[src/rtl/experiment1_nios2_qsys_0_oci_dct_packer.sv]
// -----------------------------------------------------------------------------
// experiment1_nios2_qsys_0_oci_dct_packer
//
// Writer side of the OCI debug-trace frame interface. Packs a stream of 2-bit
// trace atoms into 30-bit frames of up to 15 atoms. The newest atom sits in
// bits [1:0]. Each frame is handed to the trace consumer through a
// valid/ready handshake. On test_ending the partial frame is drained, and then
// test_has_ended is raised and held until reset.
//
// Ports
//   clk            : clock, all logic on the rising edge
//   reset          : synchronous, active-high reset
//   atom_valid     : atom is presented this cycle
//   atom[1:0]      : trace atom payload
//   atom_ready     : packer takes atom this cycle (transfer = valid && ready)
//   flush          : single-cycle request to emit the current partial frame
//   test_ending    : level, starts the end-of-test drain
//   frame_ready    : consumer takes the presented frame this cycle
//   frame_valid    : dct_buffer/dct_count hold a valid frame
//   dct_buffer     : packed atoms, newest in [1:0], unused upper bits zero
//   dct_count      : number of atoms in the frame (1..15), 0 when idle
//   test_has_ended : sticky, drain complete
//   drop_count     : saturating count of atoms dropped while stalled
//
// Build option
//   OCI_DCT_OVERFLOW_EN : when defined, atoms offered in RUN while
//                         atom_ready is low are dropped and counted in
//                         drop_count. When undefined, drop_count is tied
//                         to 0 and the source must honour atom_ready.
// -----------------------------------------------------------------------------
module experiment1_nios2_qsys_0_oci_dct_packer (
    input  logic        clk,
    input  logic        reset,
    input  logic        atom_valid,
    input  logic [1:0]  atom,
    output logic        atom_ready,
    input  logic        flush,
    input  logic        test_ending,
    input  logic        frame_ready,
    output logic        frame_valid,
    output logic [29:0] dct_buffer,
    output logic [3:0]  dct_count,
    output logic        test_has_ended,
    output logic [7:0]  drop_count
);

    typedef enum logic [1:0] {
        StRun,
        StDrain,
        StEnded
    } state_e;

    state_e      state_q, state_d;

    // Accumulator for the frame being built
    logic [29:0] acc_buf_q, acc_buf_d;
    logic [3:0]  acc_cnt_q, acc_cnt_d;
    logic        flush_pend_q, flush_pend_d;

    // Output frame register
    logic        frame_valid_q, frame_valid_d;
    logic [29:0] dct_buffer_q, dct_buffer_d;
    logic [3:0]  dct_count_q, dct_count_d;

    logic        ended_q, ended_d;

    logic        acc_full;
    logic        acc_empty;
    logic        out_free;
    logic        flush_eff;
    logic        emit;
    logic        accept;

    // -------------------------------------------------------------------------
    // Handshake and emit decision
    // -------------------------------------------------------------------------
    always_comb begin
        acc_full   = (acc_cnt_q == 4'd15);
        acc_empty  = (acc_cnt_q == 4'd0);
        out_free   = !frame_valid_q || frame_ready;
        // DRAIN behaves as a permanently pending flush
        flush_eff  = flush_pend_q || (state_q == StDrain);
        emit       = out_free && (acc_full || (flush_eff && !acc_empty));
        // A full accumulator can still take an atom when it is emptied this cycle
        atom_ready = (state_q == StRun) && (!acc_full || emit);
        accept     = atom_valid && atom_ready;
    end

    // -------------------------------------------------------------------------
    // Accumulator next state
    // -------------------------------------------------------------------------
    always_comb begin
        acc_buf_d = acc_buf_q;
        acc_cnt_d = acc_cnt_q;
        if (emit) begin
            // Restart from zero so unused upper bits of later frames stay clear
            acc_buf_d = 30'd0;
            acc_cnt_d = 4'd0;
            if (accept) begin
                acc_buf_d = {28'd0, atom};
                acc_cnt_d = 4'd1;
            end
        end else if (accept) begin
            acc_buf_d = {acc_buf_q[27:0], atom};
            acc_cnt_d = acc_cnt_q + 4'd1;
        end
    end

    // -------------------------------------------------------------------------
    // Pending flush
    // -------------------------------------------------------------------------
    always_comb begin
        flush_pend_d = flush_pend_q;
        if (state_q == StDrain) begin
            flush_pend_d = 1'b1;
        end else if (flush && accept) begin
            // The atom accepted alongside the flush belongs to the flushed frame,
            // even when an emit restarts the accumulator with it this cycle
            flush_pend_d = 1'b1;
        end else if (emit || (acc_empty && !accept)) begin
            flush_pend_d = 1'b0;
        end else if (flush) begin
            flush_pend_d = 1'b1;
        end
    end

    // -------------------------------------------------------------------------
    // Output frame register next state
    // -------------------------------------------------------------------------
    always_comb begin
        frame_valid_d = frame_valid_q;
        dct_buffer_d  = dct_buffer_q;
        dct_count_d   = dct_count_q;
        if (emit) begin
            frame_valid_d = 1'b1;
            dct_buffer_d  = acc_buf_q;
            dct_count_d   = acc_cnt_q;
        end else if (frame_ready) begin
            frame_valid_d = 1'b0;
            dct_count_d   = 4'd0;
        end
    end

    // -------------------------------------------------------------------------
    // End-of-test state machine
    // -------------------------------------------------------------------------
    always_comb begin
        state_d = state_q;
        case (state_q)
            StRun: begin
                if (test_ending) begin
                    state_d = StDrain;
                end
            end
            StDrain: begin
                // Done once nothing is accumulated and the last frame has left
                if (acc_empty && (!frame_valid_q || (frame_ready && !emit))) begin
                    state_d = StEnded;
                end
            end
            StEnded: begin
                state_d = StEnded;
            end
            default: begin
                state_d = StRun;
            end
        endcase
    end

    // test_has_ended follows one cycle after the machine reaches ENDED
    always_comb begin
        ended_d = (state_q == StEnded);
    end

    // -------------------------------------------------------------------------
    // State registers
    // -------------------------------------------------------------------------
    always_ff @(posedge clk) begin
        if (reset) begin
            state_q       <= StRun;
            acc_buf_q     <= 30'd0;
            acc_cnt_q     <= 4'd0;
            flush_pend_q  <= 1'b0;
            frame_valid_q <= 1'b0;
            dct_buffer_q  <= 30'd0;
            dct_count_q   <= 4'd0;
            ended_q       <= 1'b0;
        end else begin
            state_q       <= state_d;
            acc_buf_q     <= acc_buf_d;
            acc_cnt_q     <= acc_cnt_d;
            flush_pend_q  <= flush_pend_d;
            frame_valid_q <= frame_valid_d;
            dct_buffer_q  <= dct_buffer_d;
            dct_count_q   <= dct_count_d;
            ended_q       <= ended_d;
        end
    end

    assign frame_valid    = frame_valid_q;
    assign dct_buffer     = dct_buffer_q;
    assign dct_count      = dct_count_q;
    assign test_has_ended = ended_q;

    // -------------------------------------------------------------------------
    // Drop accounting
    // -------------------------------------------------------------------------
`ifdef OCI_DCT_OVERFLOW_EN
    logic [7:0] drop_q, drop_d;
    logic       drop;

    always_comb begin
        // Only RUN counts; atoms offered while draining or ended are ignored
        drop   = (state_q == StRun) && atom_valid && !atom_ready;
        drop_d = drop_q;
        if (drop && (drop_q != 8'hFF)) begin
            drop_d = drop_q + 8'd1;
        end
    end

    always_ff @(posedge clk) begin
        if (reset) begin
            drop_q <= 8'd0;
        end else begin
            drop_q <= drop_d;
        end
    end

    assign drop_count = drop_q;
`else
    assign drop_count = 8'd0;
`endif

endmodule
[config.mk]
export PLATFORM = sky130hd
export DESIGN_NAME = experiment1_nios2_qsys_0_oci_dct_packer
export DESIGN_NICKNAME = d
export VERILOG_FILES = /design/src/rtl/experiment1_nios2_qsys_0_oci_dct_packer.sv
export SDC_FILE = /design/constraint.sdc
export NUM_CORES = 1
export LEC_CHECK = 0
export ABC_CLOCK_PERIOD_IN_PS = 3960
export BUFFER_PORTS_ARGS = -buffer_cell sky130_fd_sc_hd__buf_2
export CORE_ASPECT_RATIO = 1.25
export CORE_MARGIN = 3
export CORE_UTILIZATION = 62
export CTS_BUF_LIST = sky130_fd_sc_hd__clkbuf_8
export CTS_CLUSTER_DIAMETER = 200
export DETAILED_ROUTE_END_ITERATION = 7
export PLACE_DENSITY = 0.9
export REMOVE_ABC_BUFFERS = 1
export SLEW_MARGIN = 20
export SYNTH_ARGS = -nofsm -noshare
export SYNTH_HDL_FRONTEND = slang
export SYNTH_SLANG_ARGS = --single-unit
[constraint.sdc]
create_clock -name clk -period 3.96 [get_ports clk]
set_clock_uncertainty 0.05 [all_clocks]
set_input_delay 0.198 -clock clk [delete_from_list [all_inputs] [get_ports clk]]
set_output_delay 0.198 -clock clk [all_outputs]
set_load 0.1 [all_outputs]
==> metrics.yaml, run 1 <==
floorplanning:
  fp-row-count: 28
  design.die.area_mm2: 0.00587
  die_w_um: 69.1
  initial_core_util_pct: 64.8
  core_mm2: 0.00476
  die_height_um: 84.9
  io_pins: 53
synthesis:
  synth_edf_count: 0
  yosysWarnings: 0
  ys_ff_latch: 73
  synth.avg_cell_area_um2: 8.51
  synth_commonest_cells: "dfxtp_1 (73), nand2_1 (63), a21oi_1 (41), o21ai_0 (36), nand3_1 (35)"
  yosys-top-cells-area: "dfxtp_1 (47%), a21oi_2 (8.5%), nand2_1 (7.7%), a21oi_1 (6.6%), o21ai_0 (5.8%)"
  yosysTopAreaCell: "dfxtp_1"
  synth.most_common_cell: "dfxtp_1"
  netlist_area_mm2: 0.00309
  syn_inst: 363
  synth-async-reset-ratio_pct: 0
  ys_types: 33
  ys.flop_type: "dfxtp_1"
  yosysSeqAreaShare_pct: 47.3
  netlist.area_leader.share_pct: 47.3
pwr:
  power.density_mw_per_mm2: 577
  peakVddDrop_uv: 318
  leakage_nw: 1.28
drt:
  drt_pass1_iterations: 4
  drc: 0
  via_count: 2610
  avgRoutedWirePerCell_um: 14.4
  via_per_inst: 5.70
  routed_wl_um: 6580
  ant_nets: 0
  drtIter0Drc: 173
cells_and_area:
  drive_gt1_share_pct: 24.1
  antenna_cells: 0
  final_area_mm2: 0.00343
  syn_to_final_growth_pct: 10.9
  utilization_pct: 71.9
  nets: 407
worst_setup_path:
  cp_max_fo: 37
  crit_arrival_ns: 2.76
  cp-end-kind: "flop"
  crit_path_start_kind: "flop"
  r2r_cells: 8
  cp.required_ns: 4.14
  setup.worst_path.class: "reg -> reg"
clock_network:
  clkTransAtPathRegs_ns: 0.07
  cts_made_buffers: 9
  cts_root_buffer: "clkbuf_8"
  cts_tree: "done"
  cts.sinks: 73
  cts_resized: 0
  clkLatencyLatePin_ns: 0.34
  htreeDepth: 3
  cts_setup_buffers: 0
  clockBufferDepth: 2
  postCtsHoldBufs: 0
placed_design:
  io_buffer_count: 44
  dpl_cell_area_mm2: 0.00324
  gp_congestion: 0.871
  hpwl_um: 3900
hold_path:
  holdPathStages: 3
  worstHoldPathType: "in -> reg"
sta:
  rsz0062_at_grt: "no"
  fin_setup_tns_ns: 0
  post-route-min-period_ns: 2.59
  period_share_pct: 65.3
  drv_slew: 0
  worst_pin_slew_ns: 1.01
  finalHoldViolCount: 0
  setup_viol: 0
  max_freq_ghz: 0.387
  relSlewSlack_pct: 32.9
flow_run:
  drv_cap: 0
status:
  outcome: "finished, final reports clean"
global_routing:
  grt_max_degree: 47
  grt-ovfl-total: 0
  grt_pass1_wl_um: 11200
  grt_pass1_vias: 2525
  antenna_found_initial: 0
  grtUsageTotal_pct: 23.3
## worst max-delay path: stages, from the launching register on
cell and delay (ns):
dfxtp_1 0.33, inv_1 0.11, ha_1 0.27, a211o_1 0.17
and2_1 0.13, buf_4 0.34, a21o_1 0.57, buf_4 0.42
a21oi_2 0.07
## cells by family (layout without fill, tap and decap cells)
kind of cell	after synthesis	after routing	share of synthesized area [%]
other cells	1	8	0.121
fa+ha+maj	6	6	2.43
buf+inv	40	68	7.05
mux	3	3	1.01
simple gates	122	122	17.9
flops	73	73	47.3
compound gates	118	118	24.1
## layer usage
layer / wire length [um] / track usage, %
met5: 0 / 0
met4: 175 / 11.2
met3: 346 / 6.52
met2: 3300 / 40.2
met1: 2760 / 26.5
## report_power, final
group / internal, mW / switching [mW]
logic: 0.116 / 0.510
clock network: 0.299 / 0.264
registers: 0.763 / 0.0241
total: 1.18 / 0.798
## sequential cells by signal, indices dropped and copies added, names as in the netlist
register,flops
frame_valid,1
acc_buf_q,30
acc_cnt_q,4
dct_buffer,30
flush_pend_q,1
dct_count,4
state_q,2
test_has_ended,1
## metrics by stage
stage                     total power, mW  cells  hold WS [ns]  worst slack, ns
after floorplan                      1.24    334         0.217            0.937
after global placement               1.40    442         0.401             1.54
after detailed placement             1.42    442         0.411             1.46
after CTS                            1.97    458        0.0491             1.37
after global routing                 2.08    458        0.0377             1.18
final                                1.98    458        0.0564             1.37
## placed cells by master, fill, tap and decap left out, drive strengths merged
cell type,count
o21bai,1
o211ai,3
a21o,1
nand3,35
a31oi,1
nor2,5
or3,1
bufinv,1
o31a,1
a211oi,1
o21ai,36
or2,1
mux2i,2
nand2,63
mux2,1
ha,6
a21oi,71
and2,2
a211o,1
conb,8
dfxtp,73
nor2b,8
nand2b,5
clkinv,2
clkbuf,10
nor3b,1
and4,1
o211a,1
buf,48
o21ba,1
inv,7
## path summary, 6_finish.rpt
check / to / slack [ns] / from
hold / removal: acc_buf_q[0] / 0.06 / atom[0]
hold reg to reg: dct_buffer[28] / 0.42 / acc_buf_q[28]
setup reg to reg: acc_buf_q[25] / 1.37 / state_q[1]
setup / recovery: acc_buf_q[25] / 1.37 / state_q[1]
## area by class of cell
cell class	count	area [um2]
Clock buffer	10	138
Inverter	4	15.0
Clock inverter	6	51.3
Sequential cell	73	1460
Timing Repair Buffer	48	250
Tap cell	60	75.1
Multi-Input combinational cell	257	1440
Fill cell	364	1340
(Power assumes the default switching activity.)
==> run 2, diff against run 1 <==
--- a/config.mk
+++ b/config.mk
@@ -5,15 +5,15 @@
 export SDC_FILE = /design/constraint.sdc
 export NUM_CORES = 1
 export LEC_CHECK = 0
-export ABC_CLOCK_PERIOD_IN_PS = 3960
+export ABC_CLOCK_PERIOD_IN_PS = 2500
 export BUFFER_PORTS_ARGS = -buffer_cell sky130_fd_sc_hd__buf_2
 export CORE_ASPECT_RATIO = 1.25
 export CORE_MARGIN = 3
-export CORE_UTILIZATION = 62
+export CORE_UTILIZATION = 58
 export CTS_BUF_LIST = sky130_fd_sc_hd__clkbuf_8
 export CTS_CLUSTER_DIAMETER = 200
 export DETAILED_ROUTE_END_ITERATION = 7
-export PLACE_DENSITY = 0.9
+export PLACE_DENSITY = 0.85
 export REMOVE_ABC_BUFFERS = 1
 export SLEW_MARGIN = 20
 export SYNTH_ARGS = -nofsm -noshare
==> constraint.sdc (replaced) <==
create_clock -name clk -period 2.5 [get_ports clk]
set_clock_uncertainty 0.05 [all_clocks]
set_input_delay 0.125 -clock clk [delete_from_list [all_inputs] [get_ports clk]]
set_output_delay 0.125 -clock clk [all_outputs]
set_load 0.1 [all_outputs]
==> run 2 against run 1 <==
Count of clock-buffer cells in the layout grew 2. Final area grew 3.1%. Worst setup slack lost 1.0 ns. First-iteration DRC count grew 35%.
==> metrics.yaml, run 2 (synthesis gave the netlist of run 1 again) <==
cells_and_area:
  antenna_cells: 0
  nFillCells: 410
  syn_to_final_growth_pct: 14.4
  layout_commonest_cell: "dfxtp_1"
  nets: 415
  final_cell_mix: "dfxtp_1 (73), nand2_1 (63), buf_2 (44), a21oi_1 (41), o21ai_0 (36)"
  drive_gt1_share_pct: 25.9
  regArea_mm2: 0.00146
  multi_input_area_mm2: 0.00144
floorplanning:
  initial_core_util_pct: 60.4
  core_mm2: 0.00512
  fp-row-count: 29
  die_w_um: 71.3
  die_height_um: 87.6
  design.die.area_mm2: 0.00624
  io_pins: 53
sta:
  relSlewSlack_pct: 56.7
  finalHoldViolCount: 0
  period_share_pct: 85.5
  setup_viol: 0
  drv_slew: 0
  max_freq_ghz: 0.468
  rsz0062_at_grt: "no"
  worst_pin_slew_ns: 0.650
  setup_slack_ns: 0.362
  post-route-min-period_ns: 2.14
  fin_setup_tns_ns: 0
worst_setup_path:
  reg2reg_slack_ns: 0.42
  crit_arrival_ns: 1.96
  crit_path_start_kind: "flop"
  cpPeakStageDelay_ns: 0.41
  slowest_stage: "dfxtp_1"
  cp.required_ns: 2.33
  setup.worst_path.class: "reg -> out"
  crit_chain: "ha_1 -> nand3_1 -> or2_2 -> and2_1 -> buf_2"
  cp_max_fo: 5
  cp-end-kind: "output port"
drt:
  drt_pass1_iterations: 4
  drtIter0Drc: 233
  avgRoutedWirePerCell_um: 13.9
  routed_wl_um: 6500
  ant_nets: 0
  via_per_inst: 5.58
  drc: 0
  via_count: 2613
pwr:
  p_int_mw: 1.99
  p_sw_mw: 1.28
  clkPwrFrac_pct: 29.4
  leakage_nw: 1.32
  p_seq_share_pct: 37.9
  power_mw: 3.28
  pwr-share-comb_pct: 32.6
  p_sw_share_pct: 39.1
  power.density_mw_per_mm2: 928
  peakVddDrop_uv: 606
placed_design:
  gp_congestion: 0.794
  io_buffer_count: 44
  hpwl_um: 4150
  dp_slack_ns: 0.454
clock_network:
  clkTransAtPathRegs_ns: 0.07
  cts_root_buffer: "clkbuf_8"
  clkLatencyLatePin_ns: 0.34
  cts_made_buffers: 9
  cts_tree: "done"
  clockBufferDepth: 2
  cts_setup_buffers: 0
  cts.sinks: 73
  htreeDepth: 3
global_routing:
  grt_pass1_vias: 2410
  grt_pass1_wl_um: 10800
  antenna_found_initial: 0
  grt-ovfl-total: 0
  grtUsageTotal_pct: 21.8
  grt_max_degree: 46
status:
  outcome: "finished, final reports clean"
hold_path:
  worstHoldPathType: "in -> reg"
flow_run:
  drv_cap: 0
## run 2: cell types whose count changed in the layout (fill, tap and decap cells not counted), sizes merged
cell,previous run,this run
buf,48,54
clkbuf,10,12
clkinv,2,1
clkinvlp,0,2
dlygate4sd3,0,2
inv,7,4
## run 2: layer usage
layer	share of wire (%)	vias to the layer above	global-route usage, %	wire [um]
met5	0	-	0	0
met4	2.9	0	10.9	191
met3	4.8	16	6.77	309
met2	50	74	36.8	3220
met1	43	1222	24.9	2780
li1	-	1301	-	-
## run 2: area by class of cell
| type | instances | share of cell area, % |
|---|---|---|
| sequential | 73 | 41.4 |
| multi-input combinational | 257 | 40.6 |
| timing repair buffer | 56 | 9.28 |
| clock buffer | 12 | 4.68 |
| tap | 62 | 2.20 |
| clock inverter | 4 | 1.42 |
| inverter | 4 | 0.425 |
## run 2: through the flow
step / hold slack, ns / cells / cell area, um2 / util (%)
2_1_floorplan: 0.144 / 334 / 2910 / -
3_3_place_gp: 0.331 / 450 / 3300 / 64.4
3_5_place_dp: 0.333 / 450 / 3300 / 64.4
4_1_cts: 0.0661 / 468 / 3530 / 69.0
5_1_grt: 0.100 / 468 / 3530 / 69.0
6_report: 0.0815 / 468 / 3530 / 69.0
## run 2: timing repair
action | in CTS | in global routing
resized for setup | 0 | 0
hold buffers | 2 | 0
endpoints found under the hold margin | 2 | 0
## run 2: critical path, delay by kind of cell (launching register included)
family / cells / cell delay, ns
simple gates: 3 / 0.67
flops: 1 / 0.41
buf+inv: 1 / 0.28
fa+ha+maj: 1 / 0.25
## run 2: power groups by stage
stage,clock (mW),combinational (mW),sequential (mW)
2_1_floorplan,0,0.658,1.31
3_3_place_gp,0,1.03,1.26
3_5_place_dp,0,1.05,1.27
4_1_cts,0.988,1.06,1.24
5_1_grt,1.02,1.16,1.25
6_report,0.964,1.07,1.24
## run 2: worst paths after layout
check / from / end / cells after the start
setup / recovery: acc_cnt_q[1] / atom_ready / 5
hold / removal: frame_ready / dct_count[3] / 4
setup reg to reg: state_q[1] / acc_buf_q[18] / 7
hold reg to reg: acc_buf_q[29] / acc_buf_q[29] / 2
